### src/rtl/lif_step_sequencer.sv
// Timestep sequencer: sweeps the pre- and postsynaptic counters,
// drains the output spike FIFO and reports completion.
module lif_step_sequencer #(
  parameter int TIMEOUT  = 1024,
  parameter int TS_WIDTH = 16
) (
  input  logic                clk_i,
  input  logic                rst_i,
  input  logic                start_i,
  input  logic                pause_i,
  input  logic                abort_i,
  input  logic                presyn_done_i,
  input  logic                postsyn_done_i,
  input  logic                fifo_empty_i,
  output logic [2:0]          presyn_cntl_o,
  output logic [2:0]          postsyn_cntl_o,
  output logic                fifo_rd_o,
  output logic                busy_o,
  output logic                done_o,
  output logic                err_o,
  output logic [TS_WIDTH-1:0] timestep_o
);

  localparam int WW = (TIMEOUT > 2) ? $clog2(TIMEOUT) : 1;

  localparam logic [2:0] C_IDLE  = 3'b000;
  localparam logic [2:0] C_RUN   = 3'b001;
  localparam logic [2:0] C_PAUSE = 3'b010;
  localparam logic [2:0] C_RST   = 3'b011;

  typedef enum logic [3:0] {
    S_IDLE,
    S_PRE_RST,
    S_PRE_RUN,
    S_POST_RST,
    S_POST_RUN,
    S_DRAIN,
    S_DONE,
    S_ABORT,
    S_ERR
  } state_t;

  state_t        state;
  state_t        nxt;
  logic [WW-1:0] wd;
  logic          wd_last;
  logic          timed;
  logic          in_run;
  logic          rd_q;

  assign wd_last = (wd == WW'(TIMEOUT - 1));
  assign timed   = wd_last && !pause_i;
  assign in_run  = (state == S_PRE_RUN) ||
                   (state == S_POST_RUN) ||
                   (state == S_DRAIN);

  // Exit conditions win over the watchdog on the same edge.
  always_comb begin
    nxt = state;
    if (state != S_IDLE && abort_i) begin
      nxt = S_ABORT;
    end else begin
      unique case (state)
        S_IDLE:     if (start_i) nxt = S_PRE_RST;
        S_PRE_RST:  nxt = S_PRE_RUN;
        S_PRE_RUN: begin
          if (presyn_done_i) nxt = S_POST_RST;
          else if (timed)    nxt = S_ERR;
        end
        S_POST_RST: nxt = S_POST_RUN;
        S_POST_RUN: begin
          if (postsyn_done_i) nxt = S_DRAIN;
          else if (timed)     nxt = S_ERR;
        end
        S_DRAIN: begin
          if (fifo_empty_i) nxt = S_DONE;
          else if (timed)   nxt = S_ERR;
        end
        S_DONE:     nxt = S_IDLE;
        S_ABORT:    nxt = S_IDLE;
        S_ERR:      nxt = S_ERR;
        default:    nxt = S_IDLE;
      endcase
    end
  end

  always_ff @(posedge clk_i or negedge rst_i) begin
    if (!rst_i) begin
      state          <= S_IDLE;
      wd             <= '0;
      presyn_cntl_o  <= C_IDLE;
      postsyn_cntl_o <= C_IDLE;
      rd_q           <= 1'b0;
      busy_o         <= 1'b0;
      done_o         <= 1'b0;
      err_o          <= 1'b0;
      timestep_o     <= '0;
    end else begin
      state <= nxt;

      if (nxt != state)
        wd <= '0;
      else if (in_run && !pause_i)
        wd <= wd + WW'(1);

      presyn_cntl_o  <= C_IDLE;
      postsyn_cntl_o <= C_IDLE;
      rd_q           <= 1'b0;
      done_o         <= 1'b0;
      busy_o         <= (nxt != S_IDLE);
      err_o          <= (nxt == S_ERR);

      unique case (nxt)
        S_PRE_RST:  presyn_cntl_o <= C_RST;
        S_PRE_RUN:  presyn_cntl_o <= pause_i ? C_PAUSE : C_RUN;
        S_POST_RST: postsyn_cntl_o <= C_RST;
        S_POST_RUN: postsyn_cntl_o <= pause_i ? C_PAUSE : C_RUN;
        S_DRAIN:    rd_q <= !pause_i;
        S_DONE: begin
          done_o     <= 1'b1;
          timestep_o <= timestep_o + TS_WIDTH'(1);
        end
        S_ABORT, S_ERR: begin
          presyn_cntl_o  <= C_RST;
          postsyn_cntl_o <= C_RST;
        end
        default: ;
      endcase
    end
  end

  // Empty gating stops the read the moment the last word leaves.
  assign fifo_rd_o = rd_q && !fifo_empty_i;

endmodule

### config.mk
export PLATFORM = sky130hd
export DESIGN_NAME = lif_step_sequencer
export DESIGN_NICKNAME = d
export VERILOG_FILES = /design/src/rtl/lif_step_sequencer.sv
export SDC_FILE = /design/constraint.sdc
export NUM_CORES = 1
export LEC_CHECK = 0
export CAP_MARGIN = 20
export CORE_MARGIN = 3
export CORE_UTILIZATION = 35
export DETAILED_ROUTE_END_ITERATION = 10
export GPL_ROUTABILITY_DRIVEN = 0
export GPL_TIMING_DRIVEN = 0
export SYNTH_ARGS = -nofsm -noshare
export SYNTH_HDL_FRONTEND = slang
export SYNTH_SLANG_ARGS = --single-unit
### constraint.sdc
create_clock -name clk_i -period 2.5 [get_ports clk_i]
set_clock_uncertainty 0.1 [all_clocks]
set_input_delay 0.25 -clock clk_i [delete_from_list [all_inputs] [get_ports clk_i]]
set_output_delay 0.25 -clock clk_i [all_outputs]
set_load 0.02 [all_outputs]
==> flow_metrics.env <==
export IMPL_period_needed_ns=2.289
export IMPL_cts_buffers=5
export IMPL_fin_crit_sh_pct=91.56
export IMPL_worst_endpoint_required_ns=2.61
export IMPL_path_max_fanout=7
export IMPL_antenna_found_initial=0
export IMPL_slew_violations=0
export IMPL_fp_row_count=28
export IMPL_wl_per_cell_um=14.18
export IMPL_yosys_area_top_type="dfrtp_1"
export IMPL_r2r_start="wd[4]"
export IMPL_yosysWarningCount=0
export IMPL_synth_edf_count=0
export IMPL_powerDensity_nw_per_um2=598.6
export IMPL_synthFlopType="dfrtp_1"
export IMPL_placeableCoreArea_um2=6026
export IMPL_wl_um=4892
export IMPL_drc_errors=0
export IMPL_clock_sinks=38
export IMPL_clockBufferDepth=2
export IMPL_leakagePower_nw=1.192
export IMPL_overflow=0
export IMPL_max_vdd_ir_drop_mv=0.4510
export IMPL_num_antenna_cells=0
export IMPL_tightest_slew_ns=0.8287
export IMPL_die_area_um2=7344
export IMPL_die_h_um=85.70
export IMPL_firstDrtPassIters=4
export IMPL_synth_most_common_cell="dfrtp_1"
export IMPL_ant_nets=0
export IMPL_drive_gt1_share_pct=13.33
export IMPL_dpl_cell_count=337
export IMPL_stdcell_area_um2=2770
export IMPL_crit_buf_inv=1
export IMPL_crit_path_end_kind="flip-flop"
export IMPL_postSynthCellCount=230
export IMPL_hold_path_startpoint="pause_i"
export IMPL_grt_max_degree=39
export IMPL_ys_seq_elements=38
export IMPL_synth_area_leaders="dfrtp_1 43%, xor2_1 5.9%, nor2_1 4.4%"
export IMPL_synth_top_area_share_pct=42.77
export IMPL_grt_pass1_vias=1727
export IMPL_drv_cap=0
export IMPL_setup_viol=0
export IMPL_clk_pin_slew_worst_paths_ns=0.07
export IMPL_io_pins=34
export IMPL_hold_violations=0
export IMPL_worstSetupPathType="reg -> reg"
export IMPL_cts_max_level=2
export IMPL_chipWidth_um=85.70
export IMPL_cp_start_kind="flip-flop"
export IMPL_cp_cell_sequence="nand4_1 > nor3_2 > o2111a_2 > o211ai_4 > buf_12 > nor4_2 > xor2_1"
export IMPL_area_delta_synth_final_pct=24.59
export IMPL_track_usage_pct=14.08
export IMPL_fmax_mhz=436.9
export IMPL_cts_root_buffer="clkbuf_8"
export IMPL_grt_pass1_wl_um=8397
export IMPL_viasPerCell=5.272
export IMPL_drt_iter0_markers=108
export IMPL_arrival_ns=2.40
export IMPL_async_flop_share_pct=100.0
export IMPL_initial_core_util_pct=36.90
export IMPL_layout_nets=281
export IMPL_syn_area_um2=2223
export IMPL_synthTopCellsByCount="38 x dfrtp_1, 26 x nor2_1, 15 x inv_1, 15 x xor2_1, 12 x nand3_1"
export IMPL_avgSynthCellArea_um2=9.667
export IMPL_crit_family="simple AND/OR/NAND/NOR gates"
export IMPL_placed_cell_area_um2=2626
export IMPL_rsz0062_at_grt="no"
export IMPL_status="finished clean"
export IMPL_cts_tree="yes"
export IMPL_ys_seq_area_share_pct=42.77
export IMPL_critPathLaunch="wd[4]"
export IMPL_clock_latency_ns=0.28
export IMPL_num_vias=1819
export IMPL_relSlewSlack_pct=44.76
export IMPL_dp_hpwl_um=3471
export IMPL_slowest_stage="dfrtp_1"
export IMPL_final_cells=345
export IMPL_min_path_type="in -> reg"
export IMPL_synth_cell_types=52
export IMPL_port_buffers=31
export IMPL_critPathMaxStageDelay_ns=0.42
==> placed cells by master, fill, tap and decap left out, types with 3 or more instances in the layout <==
cell	count
a211oi_1	3
a21oi_1	5
buf_2	5
buf_4	3
clkbuf_8	6
clkdlybuf4s50_1	29
dfrtp_1	38
inv_1	15
nand2_1	10
nand2b_1	4
nand3_1	11
nand4_1	5
nor2_1	26
nor2b_1	4
nor3_1	10
nor3_2	5
nor4_2	3
o211ai_1	4
o21ai_0	7
or3_1	3
xnor2_1	10
xor2_1	15
==> report_power, final <==
| part | total, W | internal, W | switching, W |
|---|---|---|---|
| combinational | 0.000539 | 0.000232 | 0.000307 |
| clock | 0.000405 | 0.000212 | 0.000192 |
| sequential | 0.000714 | 0.000667 | 0.0000472 |
==> per-stage QoR <==
| step | setup WS [ns] | TNS, ns | utilization, % | hold slack [ns] | total power (W) |
|---|---|---|---|---|---|
| global route | 0.01835 | 0 | 45.97 | 0.2985 | 0.001776 |
| detailed placement | -0.3146 | -4.878 | 43.58 | 0.3015 | 0.001248 |
| finish | 0.2111 | 0 | 45.97 | 0.2666 | 0.001658 |
| floorplan | 0.3964 | 0 | - | -0.1456 | 0.001066 |
| CTS | 0.03319 | 0 | 45.22 | 0.3698 | 0.001670 |
| global placement | -0.3024 | -4.793 | 43.67 | 0.3591 | 0.001248 |
==> worst paths after layout <==
path	endpoint	slack (ns)	depth (start not counted)
worst max-delay path	timestep_o[8]	0.21	7
worst min-delay path	rd_q	0.27	2
worst max register to register	timestep_o[8]	0.21	7
worst min register to register	timestep_o[15]	0.37	1
max in group asynchronous	state[3]	1.26	2
min in group asynchronous	timestep_o[1]	0.52	2
==> timing repair <==
action | in CTS | in global routing
hold buffers | 1 | 0
setup buffers | 0 | 1
resized for setup | 1 | 6
pin swaps | 0 | 1
endpoints found under the setup margin | 1 | 24
endpoints found under the hold margin | 28 | 0
==> sequential cells by signal, summed over array words and instances (netlist names) <==
| signal | cells |
|---|---|
| busy_o | 1 |
| done_o | 1 |
| err_o | 1 |
| postsyn_cntl_o | 2 |
| presyn_cntl_o | 2 |
| rd_q | 1 |
| state | 4 |
| timestep_o | 16 |
| wd | 10 |
==> cell families after synthesis <==
kind of cell	Yosys count	share of synthesized area, %
compound gates	41	15.36
xor+xnor	25	9.848
fa+ha+maj	2	1.125
buf+inv	27	5.965
flops	38	42.77
mux	3	1.407
other cells	1	0.1687
simple gates	93	23.35
==> layout make-up <==
class	count	area, um^2
fillers	593	3256
multi-input cells	166	1171
flip-flops and latches	38	950.9
repair buffers	33	337.8
well taps	75	93.84
clock buffers	6	82.58
plain buffers	12	77.57
inverters	15	56.30
==> layer usage <==
metal | track usage, % | up-vias | part of all wire [%]
met3 | 3.650 | 8 | 6.3
li1 | - | 895 | -
met5 | 0 | - | 0
met1 | 20.31 | 864 | 47
met2 | 20.48 | 52 | 45
met4 | 4.748 | 0 | 1.6
Power figures use the tool's default switching activity.
